File: src/rtl/bias_add_12_pkg.sv
// bias_add_12_pkg: shared layer-12 sizes, FSM state encoding and a counter
// width helper for the bias-add stage.
//   COEFF_WIDTH   bias word width (signed)
//   KERN_S_K_12   output channels of conv 12 (biases per frame)
//   ACC_WIDTH_12  accumulator word width
//   OUT_WIDTH_12  output word width
//   N_PIX_12      pixels per frame
//   SHIFT_12      arithmetic right shift after the bias add
package bias_add_12_pkg;

    localparam int COEFF_WIDTH  = 16;
    localparam int KERN_S_K_12  = 16;
    localparam int ACC_WIDTH_12 = 32;
    localparam int OUT_WIDTH_12 = 16;
    localparam int N_PIX_12     = 64;
    localparam int SHIFT_12     = 0;

    typedef enum logic [1:0] {
        ST_LOAD  = 2'd0,
        ST_RUN   = 2'd1,
        ST_DRAIN = 2'd2
    } state_e;

    // Counter width that stays legal when the count is 1.
    function automatic int cnt_w(input int n);
        return (n > 1) ? $clog2(n) : 1;
    endfunction

endpackage

File: src/rtl/bias_add_12_bias_sat.sv
// bias_sat: combinational bias add, arithmetic shift and saturation.
//   acc_i   ACC_W   signed accumulator word
//   bias_i  COEFF_W signed bias word (COEFF_W <= ACC_W)
//   res_o   OUT_W   signed result, saturated to the OUT_W range
// Optional feature macro: BIAS_ADD_RELU_EN clamps negative results to 0.
module bias_sat #(
    parameter int ACC_W   = 32,
    parameter int COEFF_W = 16,
    parameter int OUT_W   = 16,
    parameter int SHIFT   = 0
) (
    input  logic [ACC_W-1:0]   acc_i,
    input  logic [COEFF_W-1:0] bias_i,
    output logic [OUT_W-1:0]   res_o
);

    // One guard bit is enough: the sum of two ACC_W-bit signed values fits ACC_W+1.
    localparam int SW = ACC_W + 1;
    localparam logic signed [SW-1:0] MAX_V = {{(SW-OUT_W+1){1'b0}}, {(OUT_W-1){1'b1}}};
    localparam logic signed [SW-1:0] MIN_V = {{(SW-OUT_W+1){1'b1}}, {(OUT_W-1){1'b0}}};

    logic signed [SW-1:0] sum;
    logic signed [SW-1:0] shf;
    logic [OUT_W-1:0]     sat;

    always_comb begin
        sum = $signed({acc_i[ACC_W-1], acc_i})
            + $signed({{(SW-COEFF_W){bias_i[COEFF_W-1]}}, bias_i});
        // >>> on a signed value floors toward -inf.
        shf = sum >>> SHIFT;
        if (shf > MAX_V) begin
            sat = MAX_V[OUT_W-1:0];
        end else if (shf < MIN_V) begin
            sat = MIN_V[OUT_W-1:0];
        end else begin
            sat = shf[OUT_W-1:0];
        end
        res_o = sat;
`ifdef BIAS_ADD_RELU_EN
        if (sat[OUT_W-1]) res_o = '0;
`endif
    end

endmodule

File: src/rtl/bias_add_12.sv
// bias_add_12: loads OUT_CH biases from the bias FIFO, then adds the matching
// bias to each of N_PIX*OUT_CH accumulator words, shifts, saturates and pushes
// the result to the output FIFO. All streams are ap_fifo (FWFT inputs).
//   ap_clk / ap_rst_n           clock, async active-low reset
//   bias_V_dout/_empty_n/_read  bias FIFO read side
//   acc_V_dout/_empty_n/_read   accumulator FIFO read side (pixel-major)
//   output_V_din/_full_n/_write output FIFO write side
//   frame_done                  pulse with the frame's last output write
// Optional feature macro: BIAS_ADD_RELU_EN (ReLU after saturation, in bias_sat).
module bias_add_12
    import bias_add_12_pkg::*;
#(
    parameter int COEFF_W = COEFF_WIDTH,
    parameter int ACC_W   = ACC_WIDTH_12,
    parameter int OUT_W   = OUT_WIDTH_12,
    parameter int OUT_CH  = KERN_S_K_12,
    parameter int N_PIX   = N_PIX_12,
    parameter int SHIFT   = SHIFT_12
) (
    input  logic               ap_clk,
    input  logic               ap_rst_n,
    input  logic [COEFF_W-1:0] bias_V_dout,
    input  logic               bias_V_empty_n,
    output logic               bias_V_read,
    input  logic [ACC_W-1:0]   acc_V_dout,
    input  logic               acc_V_empty_n,
    output logic               acc_V_read,
    output logic [OUT_W-1:0]   output_V_din,
    input  logic               output_V_full_n,
    output logic               output_V_write,
    output logic               frame_done
);

    localparam int CH_W  = cnt_w(OUT_CH);
    localparam int PIX_W = cnt_w(N_PIX);
    localparam logic [CH_W-1:0]  CH_LAST  = CH_W'(OUT_CH - 1);
    localparam logic [PIX_W-1:0] PIX_LAST = PIX_W'(N_PIX - 1);

    state_e           state_q, state_d;
    logic [CH_W-1:0]  bcnt_q, bcnt_d;
    logic [CH_W-1:0]  ch_q, ch_d;
    logic [PIX_W-1:0] pix_q, pix_d;
    logic             ovalid_q, ovalid_d;
    logic [OUT_W-1:0] odata_q, odata_d;
    logic [COEFF_W-1:0] bias_mem_q [OUT_CH];
    logic [OUT_W-1:0] sat_res;
    logic             owrite;

    bias_sat #(
        .ACC_W   (ACC_W),
        .COEFF_W (COEFF_W),
        .OUT_W   (OUT_W),
        .SHIFT   (SHIFT)
    ) u_sat (
        .acc_i  (acc_V_dout),
        .bias_i (bias_mem_q[ch_q]),
        .res_o  (sat_res)
    );

    // bias_V_read is combinational on empty_n; the reset term keeps it low
    // while reset is held even if the bias FIFO already has data.
    assign bias_V_read    = ap_rst_n & (state_q == ST_LOAD) & bias_V_empty_n;
    assign acc_V_read     = (state_q == ST_RUN) & acc_V_empty_n & (~ovalid_q | output_V_full_n);
    assign owrite         = ovalid_q & output_V_full_n;
    assign output_V_write = owrite;
    assign output_V_din   = odata_q;
    // In DRAIN the only word left in the register is the frame's last one.
    assign frame_done     = (state_q == ST_DRAIN) & owrite;

    always_comb begin
        state_d  = state_q;
        bcnt_d   = bcnt_q;
        ch_d     = ch_q;
        pix_d    = pix_q;
        ovalid_d = ovalid_q;
        odata_d  = odata_q;

        case (state_q)
            ST_LOAD: begin
                if (bias_V_read) begin
                    if (bcnt_q == CH_LAST) begin
                        bcnt_d  = '0;
                        state_d = ST_RUN;
                    end else begin
                        bcnt_d = bcnt_q + 1'b1;
                    end
                end
            end
            ST_RUN: begin
                if (acc_V_read) begin
                    if (ch_q == CH_LAST) begin
                        ch_d = '0;
                        if (pix_q == PIX_LAST) begin
                            pix_d   = '0;
                            state_d = ST_DRAIN;
                        end else begin
                            pix_d = pix_q + 1'b1;
                        end
                    end else begin
                        ch_d = ch_q + 1'b1;
                    end
                end
            end
            ST_DRAIN: begin
                if (owrite) state_d = ST_LOAD;
            end
            default: state_d = ST_LOAD;
        endcase

        // A pop reloads the register in the same cycle it drains: no bubble.
        if (acc_V_read) begin
            ovalid_d = 1'b1;
            odata_d  = sat_res;
        end else if (owrite) begin
            ovalid_d = 1'b0;
        end
    end

    always_ff @(posedge ap_clk or negedge ap_rst_n) begin
        if (!ap_rst_n) begin
            state_q  <= ST_LOAD;
            bcnt_q   <= '0;
            ch_q     <= '0;
            pix_q    <= '0;
            ovalid_q <= 1'b0;
            odata_q  <= '0;
        end else begin
            state_q  <= state_d;
            bcnt_q   <= bcnt_d;
            ch_q     <= ch_d;
            pix_q    <= pix_d;
            ovalid_q <= ovalid_d;
            odata_q  <= odata_d;
        end
    end

    // Bias storage needs no reset: every entry is rewritten before use.
    always_ff @(posedge ap_clk) begin
        if (bias_V_read) bias_mem_q[bcnt_q] <= bias_V_dout;
    end

endmodule

File: config.mk
export PLATFORM = sky130hd
export DESIGN_NAME = bias_add_12
export DESIGN_NICKNAME = d
export VERILOG_FILES = /design/src/rtl/bias_add_12_pkg.sv /design/src/rtl/bias_add_12_bias_sat.sv /design/src/rtl/bias_add_12.sv
export SDC_FILE = /design/constraint.sdc
export NUM_CORES = 1
export LEC_CHECK = 0
export ABC_AREA = 1
export ABC_CLOCK_PERIOD_IN_PS = 4910
export CAP_MARGIN = 25
export CORE_MARGIN = 5
export CORE_UTILIZATION = 61
export DETAILED_ROUTE_END_ITERATION = 7
export GPL_TIMING_DRIVEN = 0
export PLACE_DENSITY = 0.88
export SETUP_SLACK_MARGIN = 0.5
export SLEW_MARGIN = 10
export SYNTH_ARGS = -nofsm -noshare
export SYNTH_HDL_FRONTEND = slang
export SYNTH_SLANG_ARGS = --single-unit
File: constraint.sdc
create_clock -name ap_clk -period 4.91 [get_ports ap_clk]
set_input_delay 0.7365 -clock ap_clk [delete_from_list [all_inputs] [get_ports ap_clk]]
set_output_delay 0.7365 -clock ap_clk [all_outputs]
set_load 0.01 [all_outputs]
Word-level counts from Yosys, hierarchy flattened
Memories as Yosys holds them, arrays and structs flattened.
Index checks and enable logic that the tools add are counted.
{"block": "word_totals", "n_memories": 1, "mem_bits_rw": 256, "inputBits": 53, "register_bits": 33, "word_cells": 54}
{"name": "bias_mem_q", "words": 16, "width": 16, "rd": 1, "rd_clocked_by_memory_dff": 0, "wr": 1, "line_no": "bias_add_12.sv:45", "text": "logic [COEFF_W-1:0] bias_mem_q [OUT_CH];"}
{"block": "op_classes", "order_cmp": 2, "muxes": 16, "n_eq_ne": 11, "bitwise_logic": 8, "reduce_logical": 6, "add_sub_neg": 4}
{"operator": "32-bit by 16-bit adder with 33-bit output", "n": 1}
{"operator": "33-bit by 16-bit > comparator with 1-bit output, second input constant", "n": 1}
{"operator": "33-bit by 16-bit less-than comparator with 1-bit output, second input constant", "n": 1}
{"operator": "16-bit 2-to-1 mux", "n": 2}
{"operator": "2-bit 2-to-1 mux", "n": 6}
{"operator": "4-bit by 1-bit adder with 4-bit output, second input constant", "n": 2}
{"operator": "4-bit equality test, second input constant", "n": 2}
{"operator": "4-bit 2-to-1 mux", "n": 2}
{"operator": "6-bit by 1-bit adder with 6-bit output, second input constant", "n": 1}
{"operator": "1-bit AND", "n": 6}
{"operator": "6-bit equality test, second input constant", "n": 1}
{"operator": "6-bit 2-to-1 mux", "n": 1}
{"operator": "2-bit by 1-bit inequality test with 1-bit output, second input constant", "n": 3}
{"operator": "2-bit inequality test, second input constant", "n": 3}
{"operator": "2-bit one-hot mux with 3 select lines", "n": 1}
{"operator": "6-bit AND reduction", "n": 1}
{"operator": "1-bit 2-to-1 mux", "n": 4}
{"operator": "2-bit AND reduction", "n": 2}
{"operator": "3-bit AND reduction", "n": 1}
{"operator": "2-bit by 1-bit equality test with 1-bit output, second input constant", "n": 1}
{"operator": "2-bit equality test, second input constant", "n": 1}
{"operator": "2-bit zero test", "n": 1}
{"operator": "2-bit nonzero test", "n": 1}
{"operator": "1-bit inverter", "n": 1}
{"operator": "1-bit OR", "n": 1}

Depth between registers and ports, before layout
{"block": "logic_depth", "ltp_word": 5, "mapped_depth": 30, "mapped_depth_nobuf": 26}

Cells and area by module
Synthesis repeated with hierarchy kept, for this count alone.
{"block": "hier_totals", "cells_unflattened": 1889, "hier_area_um2": 15596.2}
{"module": "bias_add_12", "seq_area_each_um2": 8513.2, "cells_each": 1294, "instances": 1, "area_per_inst_um2": 12707.2}
{"module": "bias_sat", "seq_area_each_um2": 0.0, "cells_each": 595, "instances": 1, "area_per_inst_um2": 2889.0}

Worst setup path before layout
OpenSTA, ideal clock, no wires.
{"block": "synth_path", "kind": "reg2reg", "start": "reg ch_q[0]", "end": "reg odata_q[10], in the netlist output_V_din[10]", "path_stages_with_launch": 26, "arrival_ps": 3829, "path_slack_ps": 960, "n_path_buf": 4, "required_time_ps": 4789, "path_cell_list": "dfrtp_1 clkbuf_1 inv_1 clkbuf_1 clkbuf_1 o21ai_0 o22ai_1 o211ai_1 nand3_1 ha_1 nand2_1 inv_2 nand2_2 nor2_1 nand3b_1 nand3_1 nand2_1 nand2_1 nand2_1 nor2_1 nand2_1 nor2_2 nand3_2 a21oi_4 buf_6 a21oi_2"}
{"block": "synth_via", "elab_chain_len": 5, "word_cells_on_any_way": 6, "cone_classes": "1 x add/sub; 2 x order compare; 2 x mux; 1 x memory"}
{"item": "start: declaration", "line_no": "bias_add_12.sv:41", "text": "logic [CH_W-1:0] ch_q, ch_d;"}
{"item": "start signal: assignment", "line_no": "bias_add_12.sv:130", "text": "ch_q <= ch_d;"}
{"item": "memory read 16 x 16 bit (*)"}
{"item": "32-bit by 16-bit adder with 33-bit output (*)", "line_no": "bias_add_12_bias_sat.sv:28", "text": "+ $signed({{(SW-COEFF_W){bias_i[COEFF_W-1]}}, bias_i});"}
{"item": "33-bit by 16-bit less-than comparator with 1-bit output", "line_no": "bias_add_12_bias_sat.sv:33", "text": "end else if (shf < MIN_V) begin"}
{"item": "16-bit 2-to-1 mux", "line_no": "bias_add_12_bias_sat.sv:33"}
{"item": "16-bit 2-to-1 mux (*)", "line_no": "bias_add_12_bias_sat.sv:31", "text": "if (shf > MAX_V) begin"}
{"item": "end signal: assignment", "line_no": "bias_add_12.sv:133", "text": "odata_q <= odata_d;"}
{"item": "end: declaration", "line_no": "bias_add_12.sv:44", "text": "logic [OUT_W-1:0] odata_q, odata_d;"}
Every way passes the cells marked *; elsewhere a longest branch is shown, timed or not.
A chain may end at the register's enable or synchronous reset.

Worst setup path after layout
{"block": "layout_path", "start": "reg ch_q[0]", "end": "reg odata_q[4], in the netlist output_V_din[4]"}
The elaborated chain is that of the path after synthesis.

==> key figures <==
Floorplan
  – Num ports: 73
  – Die Height: 163 µm
  – Die area: 26600 µm²
  – Core area: 23300 µm²
  – Rows: 56
  – Initial Utilization: 0.614
  – Die width: 163 µm

Power
  – Sw power: 0.00106 W
  – Lkg Pwr: 6.73 nW
  – Flop pwr share: 0.543
  – Total Power: 0.00492 W
  – P_int: 0.00387 W
  – Comb pwr share: 0.063
  – PwrDens: 291 nW/µm²
  – Peak VDD IR: 410 µV
  – Clock network power share: 0.394
  – Sw Ratio: 0.215

Setup path
  – Crit Path Category: flop to flop
  – Setup slack, reg-to-reg: 0.55 ns
  – Crit end category: flop
  – Crit Path Max Fanout: 10
  – Worst EP required: 5.31 ns
  – Worst Path Arrival: 4.76 ns
  – Crit Reg-Reg Startpoint: ch_q[0]
  – Crit path launch: ch_q[0]
  – Startpoint Class: flop

Finish
  – Area growth from synthesis to layout: 18.3%
  – NumNets Final: 1710
  – Ratio of cells with drive above 1 in the final layout: 0.128
  – Multi-input logic area: 5260 µm²
  – Commonest non-fill, non-tap cell in the layout: nand2_1
  – Fin util: 0.727
  – # fillers: 1514
  – Ant. Diodes: 0
  – Most frequent cells in the layout: nand2_1, edfxtp_1, nor2_1
  – FF/Latch Area: 8510 µm²

Global route
  – Met3 Usage GRT: 0.0505
  – Initial antenna violation count: 0
  – Pin count of the biggest net entering global routing: 35
  – Met1 Use GR: 0.398
  – Most used routing layer: met2
  – Vias in the first global route: 11.3k
  – Gr usage total: 0.309
  – First-pass GRT wire length: 62900 µm
  – M2 GR Usage: 0.517
  – Grt total ovfl: 0

Synth
  – Synth area leader: edfxtp_1
  – Sequential area share after synthesis: 0.596
  – Yosys top cell area share: 0.538
  – #FFs+latches synth: 289
  – Syn Area/Cell: 9.56 µm²
  – Cell variety after synth: 41
  – Largest cells by area after synthesis: edfxtp_1, nand2_1, nor2_1, dfrtp_1, o21ai_0
  – Synth Net Count: 1587
  – Ys Warns: 0
  – Post-Syn Area: 14300 µm²
  – Syn Inst Count: 1495

CTS
  – Max clock buf depth: 3
  – Root Buffer: clkbuf_16
  – Worst-Skew Late Latency: 0.54 ns
  – H-tree levels: 1
  – CTS tree: done
  – Count of hold-fix buffers inserted at cts: 0
  – CTS buffer count: 25
  – Clock slew at reported path FFs: 0.07 ns
  – CTS sink count: 289

Drt
  – Vias per cell: 6.13
  – Antenna viol nets, final: 0
  – Routed Wire Length: 42100 µm
  – # DRC: 0
  – DRT iter0 DRCs: 1654
  – Per-cell routed wire length: 21.5 µm
  – Via count: 12.0k
  – Initial DRT Pass Iterations: 7

STA
  – Hold WS: 0.268 ns
  – Hold Vio Cnt, Final: 0
  – Max transition margin: 0.338
  – Period minus WS final: 4.36 ns
  – Setup-failing EPs final: 0
  – Pins Over Slew Limit: 0
  – Tcrit/Tclk final: 0.888
  – Setup Skew: 0.0291 ns
  – Worst Tran Pin Value: 0.993 ns
  – Max Freq: 229 MHz
  – Final setup margin: 0.547 ns
  – RSZ-0062 raised after global routing: false

Job
  – Max Cap Viol: 0

Outcome
  – Status: finished, final reports clean

Place
  – DP Worst Slack: -0.672 ns
  – Hpwl dp: 27800 µm
  – Gp weighted congestion: 1.00
  – # port buffers: 72

Worst hold path
  – Min-Delay Path Class: input port to async pin
[cells by family (layout without fill, tap and decap cells)]
logic type,after synthesis,in the layout,share of synthesized area
AND/OR/NAND/NOR,691,692,0.200
flip-flops,289,289,0.596
AO/OA/AOI/OAI,246,246,0.102
buffers and inverters,213,354,0.0576
adder cells (fa/ha/maj),39,39,0.0347
XOR/XNOR,17,17,0.0104
[synthesized netlist by cell type, drive strengths merged]
library cell,instances
nand3,72
nand2,358
nor2,231
o21bai,1
nand4,5
o211ai,6
ha,38
o21ai,138
o221ai,27
a22o,1
or2,2
and3,2
xnor2,2
nand3b,4
xor2,15
clkbuf,51
nor4,1
buf,2
nor3,10
o21a,1
and2,6
dfrtp,33
edfxtp,256
a31oi,2
fa,1
inv,157
clkinv,3
o22ai,37
a21oi,33
[path summary, 6_finish.rpt]
path,endpoint,depth (start not counted)
max in group asynchronous,ch_q[0],1
setup / recovery,output_V_din[4],23
min in group ap_clk,output_V_din[15],2
hold reg to reg,output_V_din[15],2
setup reg to reg,output_V_din[4],23
hold / removal,ch_q[2],1
[layout make-up]
type,instances,share of cell area
buffer,53,0.0194
clock buffer,35,0.0404
clock inverter,11,0.00658
inverter,160,0.0357
multi-input combinational,994,0.311
sequential,289,0.503
tap,319,0.0236
timing repair buffer,95,0.0600
[worst max-delay path, stage by stage (launching register included)]
cell	delay, ns
dfrtp_2	0.40
buf_6	0.16
inv_4	0.07
clkbuf_2	0.22
o21ai_0	0.43
o221ai_1	0.24
nand3_1	0.23
nand3_1	0.16
ha_1	0.38
nand2_1	0.11
nor2_1	0.23
and2_1	0.17
nand2_1	0.05
nand2_1	0.20
nand2_1	0.13
nand3_1	0.09
nand2_1	0.08
nor2_1	0.10
nand2_1	0.07
nor2_2	0.10
nand3_2	0.09
a21oi_4	0.26
clkbuf_16	0.22
a21oi_2	0.05
[registers in the layout, summed over array words and instances, names as in the netlist]
register / count
ch_q: 4
ovalid_q: 1
state_q: 2
output_V_din: 16
bias_mem_q: 256
bcnt_q: 4
pix_q: 6
[power groups by stage]
stage               Combinational [W]  Clock, W  Sequential, W
detailed placement           0.000287         0        0.00273
finish                       0.000309   0.00194        0.00267
global route                 0.000339   0.00204        0.00267
CTS                          0.000290   0.00191        0.00268
global placement             0.000281         0        0.00273
floorplan                    0.000155         0        0.00273
[timing repair]
item / in CTS / in global routing
buffers inserted: 5 / 3
pin swaps: 4 / 8
gates resized for setup: 36 / 114
endpoints found under the setup margin: 16 / 15
gates cloned: 1 / 1
[routing by layer]
layer,wire length (µm),vias up
met3,5200,175
met4,2350,0
li1,-,5329
met5,0,-
met2,20100,944
met1,14400,5540
[through the flow]
step,setup TNS (ns),area [µm²],std cells
4_1_cts,0,16600,1952
5_1_grt,0,16900,1956
3_5_place_dp,-9.26,15700,1900
2_1_floorplan,0,14300,1495
3_3_place_gp,-6.99,15400,1886
6_report,0,16900,1956
Power figures use the tool's default switching activity.
